`config.mk`:
```
export PLATFORM = sky130hd
export DESIGN_NAME = data_mux2
export DESIGN_NICKNAME = d
export VERILOG_FILES = /design/src/rtl/data_mux2.sv
export SDC_FILE = /design/constraint.sdc
export NUM_CORES = 1
export LEC_CHECK = 0
export ABC_AREA = 0
export CAP_MARGIN = 20
export CORE_UTILIZATION = 44
export CTS_CLUSTER_DIAMETER = 50
export CTS_CLUSTER_SIZE = 20
export DETAILED_ROUTE_END_ITERATION = 10
export PLACE_DENSITY_LB_ADDON = 0.15
export SYNTH_ARGS = -nofsm -noshare
export SYNTH_HDL_FRONTEND = slang
export SYNTH_SLANG_ARGS = --single-unit
export TNS_END_PERCENT = 50
```
`constraint.sdc`:
```
create_clock -name clk -period 2.1 [get_ports clk]
set_clock_uncertainty 0.2 [all_clocks]
set_input_delay 0.21 -clock clk [delete_from_list [all_inputs] [get_ports clk]]
set_output_delay 0.21 -clock clk [all_outputs]
set_load 0.005 [all_outputs]
```
`src/rtl/data_mux2.sv`:
```
`timescale 1ns/1ps
// data_mux2 -- N-bit two-input data multiplexer with an optional registered,
// valid/ready-handshaked output stage backed by a two-entry skid buffer.
//
// Ports:
//   clk, rst_n       clock (rising edge) and asynchronous active-low reset
//   in1, in2         data sources; control = 0 selects in1, 1 selects in2
//   control          select bit
//   out              combinational selection (zero latency, ignores handshake)
//   in_valid         capture {in1, in2, control} into the buffer this cycle
//   in_ready         buffer has room (decoded from registered occupancy only)
//   out_q, out_sel   head entry of the buffer: selected data and its select bit
//   out_valid        head entry is valid
//   out_ready        consumer takes the head entry this cycle
module data_mux2 #(
  parameter int N = 8
) (
  input  logic         clk,
  input  logic         rst_n,
  input  logic [N-1:0] in1,
  input  logic [N-1:0] in2,
  input  logic         control,
  output logic [N-1:0] out,
  input  logic         in_valid,
  output logic         in_ready,
  output logic [N-1:0] out_q,
  output logic         out_sel,
  output logic         out_valid,
  input  logic         out_ready
);

  typedef enum logic [1:0] {
    EMPTY = 2'd0,
    ONE   = 2'd1,
    FULL  = 2'd2
  } occ_e;

  occ_e         state_q, state_d;
  logic [N-1:0] head_data, tail_data;
  logic         head_sel, tail_sel;
  logic         push, pop;

  // Zero-latency path; the registered stage captures exactly this value.
  assign out = control ? in2 : in1;

  // Handshake flags decode only the occupancy register, so in_ready never
  // depends combinationally on out_ready.
  assign in_ready  = (state_q != FULL);
  assign out_valid = (state_q != EMPTY);
  assign push      = in_valid && in_ready;
  assign pop       = out_valid && out_ready;

  assign out_q   = head_data;
  assign out_sel = head_sel;

  // NOTE: sequential state uses non-blocking assignments so every flop
  // samples pre-edge values regardless of statement order.
  always_ff @(posedge clk or negedge rst_n) begin
    if (!rst_n) state_q <= EMPTY;
    else        state_q <= state_d;
  end

  // NOTE: state_d is defaulted first so no path through the case can leave
  // it unassigned and infer a latch.
  always_comb begin
    state_d = state_q;
    unique case (state_q)
      EMPTY: if (push) state_d = ONE;
      ONE: begin
        if (push && !pop)      state_d = FULL;
        else if (pop && !push) state_d = EMPTY;
      end
      FULL:    if (pop) state_d = ONE;
      default: state_d = EMPTY;
    endcase
  end

  // Head always holds the oldest entry; tail is only meaningful when FULL.
  // NOTE: both entries are reset as well, since out_q/out_sel must read 0
  // straight after reset even though they are flagged invalid.
  always_ff @(posedge clk or negedge rst_n) begin
    if (!rst_n) begin
      head_data <= '0;
      head_sel  <= 1'b0;
      tail_data <= '0;
      tail_sel  <= 1'b0;
    end else begin
      unique case (state_q)
        EMPTY: begin
          if (push) begin
            head_data <= out;
            head_sel  <= control;
          end
        end
        ONE: begin
          // Push with pop: the old head leaves, so the new entry is head.
          if (push && pop) begin
            head_data <= out;
            head_sel  <= control;
          end else if (push) begin
            tail_data <= out;
            tail_sel  <= control;
          end
        end
        FULL: begin
          if (pop) begin
            head_data <= tail_data;
            head_sel  <= tail_sel;
          end
        end
        default: ;
      endcase
    end
  end

endmodule

```
# Word level (Yosys, flattened, before mapping)
# Cells that the tools add are included.
# op_classes
muxes,14
reduce_logical,13
bitwise,1
eq_ne,7
# ops
cell,count
2-to-1 mux 8 bit,4
one-hot mux 8 bit (3 select lines),1
2-to-1 mux 2 bit,4
"!= test 2 bit, second input constant",4
one-hot mux 2 bit (3 select lines),1
AND reduction 3 bit,2
logical AND 1 bit,5
AND reduction 4 bit,1
2-to-1 mux 1 bit,3
"!= test 3 bit, second input constant",1
one-hot mux 1 bit (3 select lines),1
nonzero test 3 bit,1
"equality test 2 x 1 -> 1 bit, second input constant",1
"equality test 2 bit, second input constant",1
zero test 1 bit,2
zero test 2 bit,1
nonzero test 2 bit,1
inverter 1 bit,1
# totals
out_inout_bits,19
word_cells,40
register_bits,20

# Logic depth before layout (Yosys ltp)
# logic_depth
word_depth,7
mapped_depth,4
mapped_depth_nobuf,3

# Worst setup path before layout
# OpenSTA, ideal clock, no wires.
# synth_timing
path_type,flip-flop to flip-flop
start,reg state_q[1]
end,"reg head_sel, in the netlist out_sel"
n_path_buf,0
synth_period_minus_slack_ns,1.602
required_ns,1.775
path_slack_ns,0.498
path_stages_with_launch,4
arrival_ns,1.277
cell_sequence,dfrtp_1 > nand2b_1 > o21ai_4 > mux2_2
# synth_between
elab_chain_cells,5
elab_cells_between_ends,14
classes_between,eq/ne (6); mux (1); reduce/logical (7)
# synth_rtl
element,line,source
start: declaration,38,"occ_e state_q, state_d;"
start signal: assignment,60,else state_q <= state_d;
!= test 2 bit / nonzero test 2 bit (equally long branches),"48, 49",
logical AND 1 bit (on tied branches),"50, 51",
logical AND 1 bit,97,if (push && pop) begin
!= test 2 bit (no source line),--,
AND reduction 4 bit (no source line),--,
end signal: assignment,92,head_sel <= control;
end signal: assignment,99,head_sel <= control;
end signal: assignment,108,head_sel <= tail_sel;
end: declaration,40,"logic head_sel, tail_sel;"
# Parallel ways exist; a longest one is shown, timed or not.
# A chain may end at the register's enable or synchronous reset.

# Worst setup path in the final report
# layout_timing
start,in control
end,out out[2]
# layout_between
elab_chain_cells,1
# layout_rtl
element,line,source
start: declaration,22,"input logic control,"
2-to-1 mux 8 bit,44,assign out = control ? in2 : in1;
end: declaration,23,"output logic [N-1:0] out,"
# No other way between the ends.

==> results.sh <==
export IMPL_grt_max_degree=21
export IMPL_max_clock_freq_ghz=0.489
export IMPL_grt_antenna_before_repair=0
export IMPL_avgViaCountPerCell=5.10
export IMPL_ioPinCount=40
export IMPL_grt_first_pass_wirelength_um=3640
export IMPL_placementRows=17
export IMPL_hold_worst_slack_ps=37.3
export IMPL_cts_max_path_buffers=2
export IMPL_core_area_um2=2300
export IMPL_num_vias=740
export IMPL_postSynthRegisterBits=20
export IMPL_clock_sinks=20
export IMPL_final_fill_count=173
export IMPL_reg2reg_slack_ps=410
export IMPL_max_cap_violations=0
export IMPL_grt_use_total=0.191
export IMPL_netlist_area_um2=1110
export IMPL_clock_insertion_delay_at_the_later_pin_of_the_skew_report_ps=300
export IMPL_critical_path_capture_point_type="primary output"
export IMPL_floorplan_die_height_um=52.2
export IMPL_grt_met2_usage=0.333
export IMPL_die_area_um2=2720
export IMPL_final_hold_viol_count=0
export IMPL_buffer_ports_inserted=39
export IMPL_finished_core_util=0.704
export IMPL_cts_buffers=3
export IMPL_fin_area_um2=1620
export IMPL_post_dp_cell_area_um2=1560
export IMPL_number_of_global_route_vias_before_repair=820
export IMPL_hp_class="in2async"
export IMPL_detailedPlace_worstSlack_ps=42.4
export IMPL_cts_tree="done"
export IMPL_detailed_placement_wirelength_estimate_um=1600
export IMPL_drc=0
export IMPL_final_setup_tns_ps=0
export IMPL_criticalPathCategory="in2out"
export IMPL_startpoint_of_the_worst_slack_reg_to_reg_timing_path="state_q[1]"
export IMPL_sequential_to_total_area_share_from_yosys_stat=0.452
export IMPL_power_density_nw_per_um2=917
export IMPL_mostFrequentLayoutCell="sky130_fd_sc_hd__clkdlybuf4s50_1"
export IMPL_gp_routability_congestion=0.679
export IMPL_drt_initial_drc_count=1
export IMPL_cts_root_buf="sky130_fd_sc_hd__clkbuf_4"
export IMPL_critPathMaxStageDelay_ps=500
export IMPL_multiInputGateArea_um2=582
export IMPL_n_antenna_cell=0
export IMPL_synth_lib_cells_used_distinct=18
export IMPL_worst_setup_hold_path_clk_slew_ps=120
export IMPL_cp_data_required_time_ps=1690
export IMPL_run_status="finished, final reports clean"
export IMPL_startpoint_type="input pin"
export IMPL_syn_to_final_growth_pct=46.1
export IMPL_reg2reg_depth=4
export IMPL_die_width_um=52.2
export IMPL_ff_latch_area_um2=500
export IMPL_yosysWarnings=0
export IMPL_vdd_ir_drop_max_mv=0.595
export IMPL_drt_pass1_iter_count=2
export IMPL_floorplan_initialDensity=0.482
export IMPL_min_period_ps=2050
export IMPL_wl_per_cell_um=15.3
export IMPL_crit_start="control"
export IMPL_drive_above_1_share=0.393
export IMPL_min_period_over_period=0.974
export IMPL_grt_use_met3=0.0351
export IMPL_fin_ws_ps=53.7
export IMPL_relSlewSlack=0.815
export IMPL_globalRoute_totalOverflow=0
export IMPL_rsz0062_at_grt="false"
export IMPL_synth_nets=92
export IMPL_mostFrequentLayoutCells="sky130_fd_sc_hd__clkdlybuf4s50_1, sky130_fd_sc_hd__mux2_4, sky130_fd_sc_hd__dfrtp_1"
export IMPL_timing_critical_path_mode_cell="sky130_fd_sc_hd__clkdlybuf4s50_1"
export IMPL_crit_chain="clkdlybuf4s50_1 > buf_12 > mux2_4 > clkdlybuf4s50_1"
export IMPL_setup_violations_final=0
export IMPL_critPathMaxFanout=10
export IMPL_final_max_slew_violation_count=0
export IMPL_finalWirelength_um=2220
export IMPL_finish_net_count=139
export IMPL_crit_arrival_ps=1640
export IMPL_postSynthCellCount=71
export IMPL_cts_htree_levels=1
export IMPL_grt_busiest_layer="met2"
export IMPL_critical_path_top_delay_family="buffers and inverters"
export IMPL_worstReg2RegEnd="out_sel"
export IMPL_p_leak_uw=0.000733
export IMPL_worstPathBufferInverterCount=3
export IMPL_met1_demand_to_capacity_share_in_global_routing=0.219
export IMPL_route_antenna_remaining_nets=0
export IMPL_least_margin_pin_slew_ps=277
export IMPL_critPathSlowestCell="sky130_fd_sc_hd__clkdlybuf4s50_1"
export IMPL_synth_area_per_inst_um2=15.6
[metal layers]
| layer | wire, um | part of all wire | up-vias |
|---|---|---|---|
| met5 | 0 | 0 | - |
| met4 | 31 | 0.014 | 0 |
| met3 | 131 | 0.059 | 4 |
| met2 | 1130 | 0.51 | 27 |
| met1 | 926 | 0.42 | 362 |
| li1 | - | - | 347 |
[cells by family (layout without fill, tap and decap cells)]
logic type	count (synthesis)	count (layout)	synth area share
and+or+nand+nor	8	8	0.0486
buffers and inverters	3	49	0.0271
AOI/OAI and AO/OA	4	4	0.0294
DFF	20	20	0.452
muxes	36	36	0.443
[where the power goes]
group          switching, uW  total [uW]  internal, uW  leakage, uW
Clock                    126         319           193    0.0000279
Combinational            155         554           399     0.000468
Sequential              80.4         609           529     0.000237
[cell usage after synthesis]
cell type / instances / area [um2]
sky130_fd_sc_hd__nor2b_1: 1 / 6.26
sky130_fd_sc_hd__nand2_1: 1 / 3.75
sky130_fd_sc_hd__and2_1: 1 / 6.26
sky130_fd_sc_hd__mux2_4: 23 / 345
sky130_fd_sc_hd__o22ai_1: 1 / 6.26
sky130_fd_sc_hd__nand3b_1: 1 / 7.51
sky130_fd_sc_hd__nor2b_2: 1 / 8.76
sky130_fd_sc_hd__nand2b_1: 1 / 6.26
sky130_fd_sc_hd__mux2_1: 3 / 33.8
sky130_fd_sc_hd__buf_6: 2 / 22.5
sky130_fd_sc_hd__nand2b_2: 1 / 8.76
sky130_fd_sc_hd__mux2_2: 9 / 101
sky130_fd_sc_hd__mux2i_1: 1 / 10.0
sky130_fd_sc_hd__buf_4: 1 / 7.51
sky130_fd_sc_hd__a21oi_1: 2 / 10.0
sky130_fd_sc_hd__or2_2: 1 / 6.26
sky130_fd_sc_hd__dfrtp_1: 20 / 500
sky130_fd_sc_hd__o21ai_4: 1 / 16.3
[registers in the layout, summed over array words and instances, names as in the netlist]
register and flops:
out_q 8, tail_data 8, state_q 2, out_sel 1, tail_sel 1
[worst reg2reg max path, cell delays in order, from the launching register on]
cell	delay (ps)
sky130_fd_sc_hd__dfrtp_1	480
sky130_fd_sc_hd__nand2b_1	220
sky130_fd_sc_hd__o21ai_4	160
sky130_fd_sc_hd__buf_4	190
sky130_fd_sc_hd__mux2_2	340
[final cells by class]
cell class              count  share of cell area
repair buffers             45               0.277
clock inverters             1              0.0186
well taps                  28              0.0217
clock buffers               3              0.0139
flip-flops and latches     20               0.309
multi-input cells          48               0.360
[timing repair]
item                                    4_1_cts  5_1_grt
endpoints found under the setup margin        1        0
setup buffers                                 0        0
hold buffers                                  0        0
resized for setup                             1        0
[per-stage QoR]
stage / power (uW) / std cells
floorplan: 902 / 71
global placement: 1150 / 141
detailed placement: 1170 / 141
CTS: 1500 / 145
global route: 1570 / 145
finish: 1480 / 145
[how the worst max path moves through the flow]
stage / end / cells past startpoint
after floorplan: out_sel / 3
after global placement: out[7] / 4
after detailed placement: out[2] / 4
after CTS: out[2] / 4
after global routing: out[2] / 4
final: out[2] / 4
(Power assumes the default switching activity.)
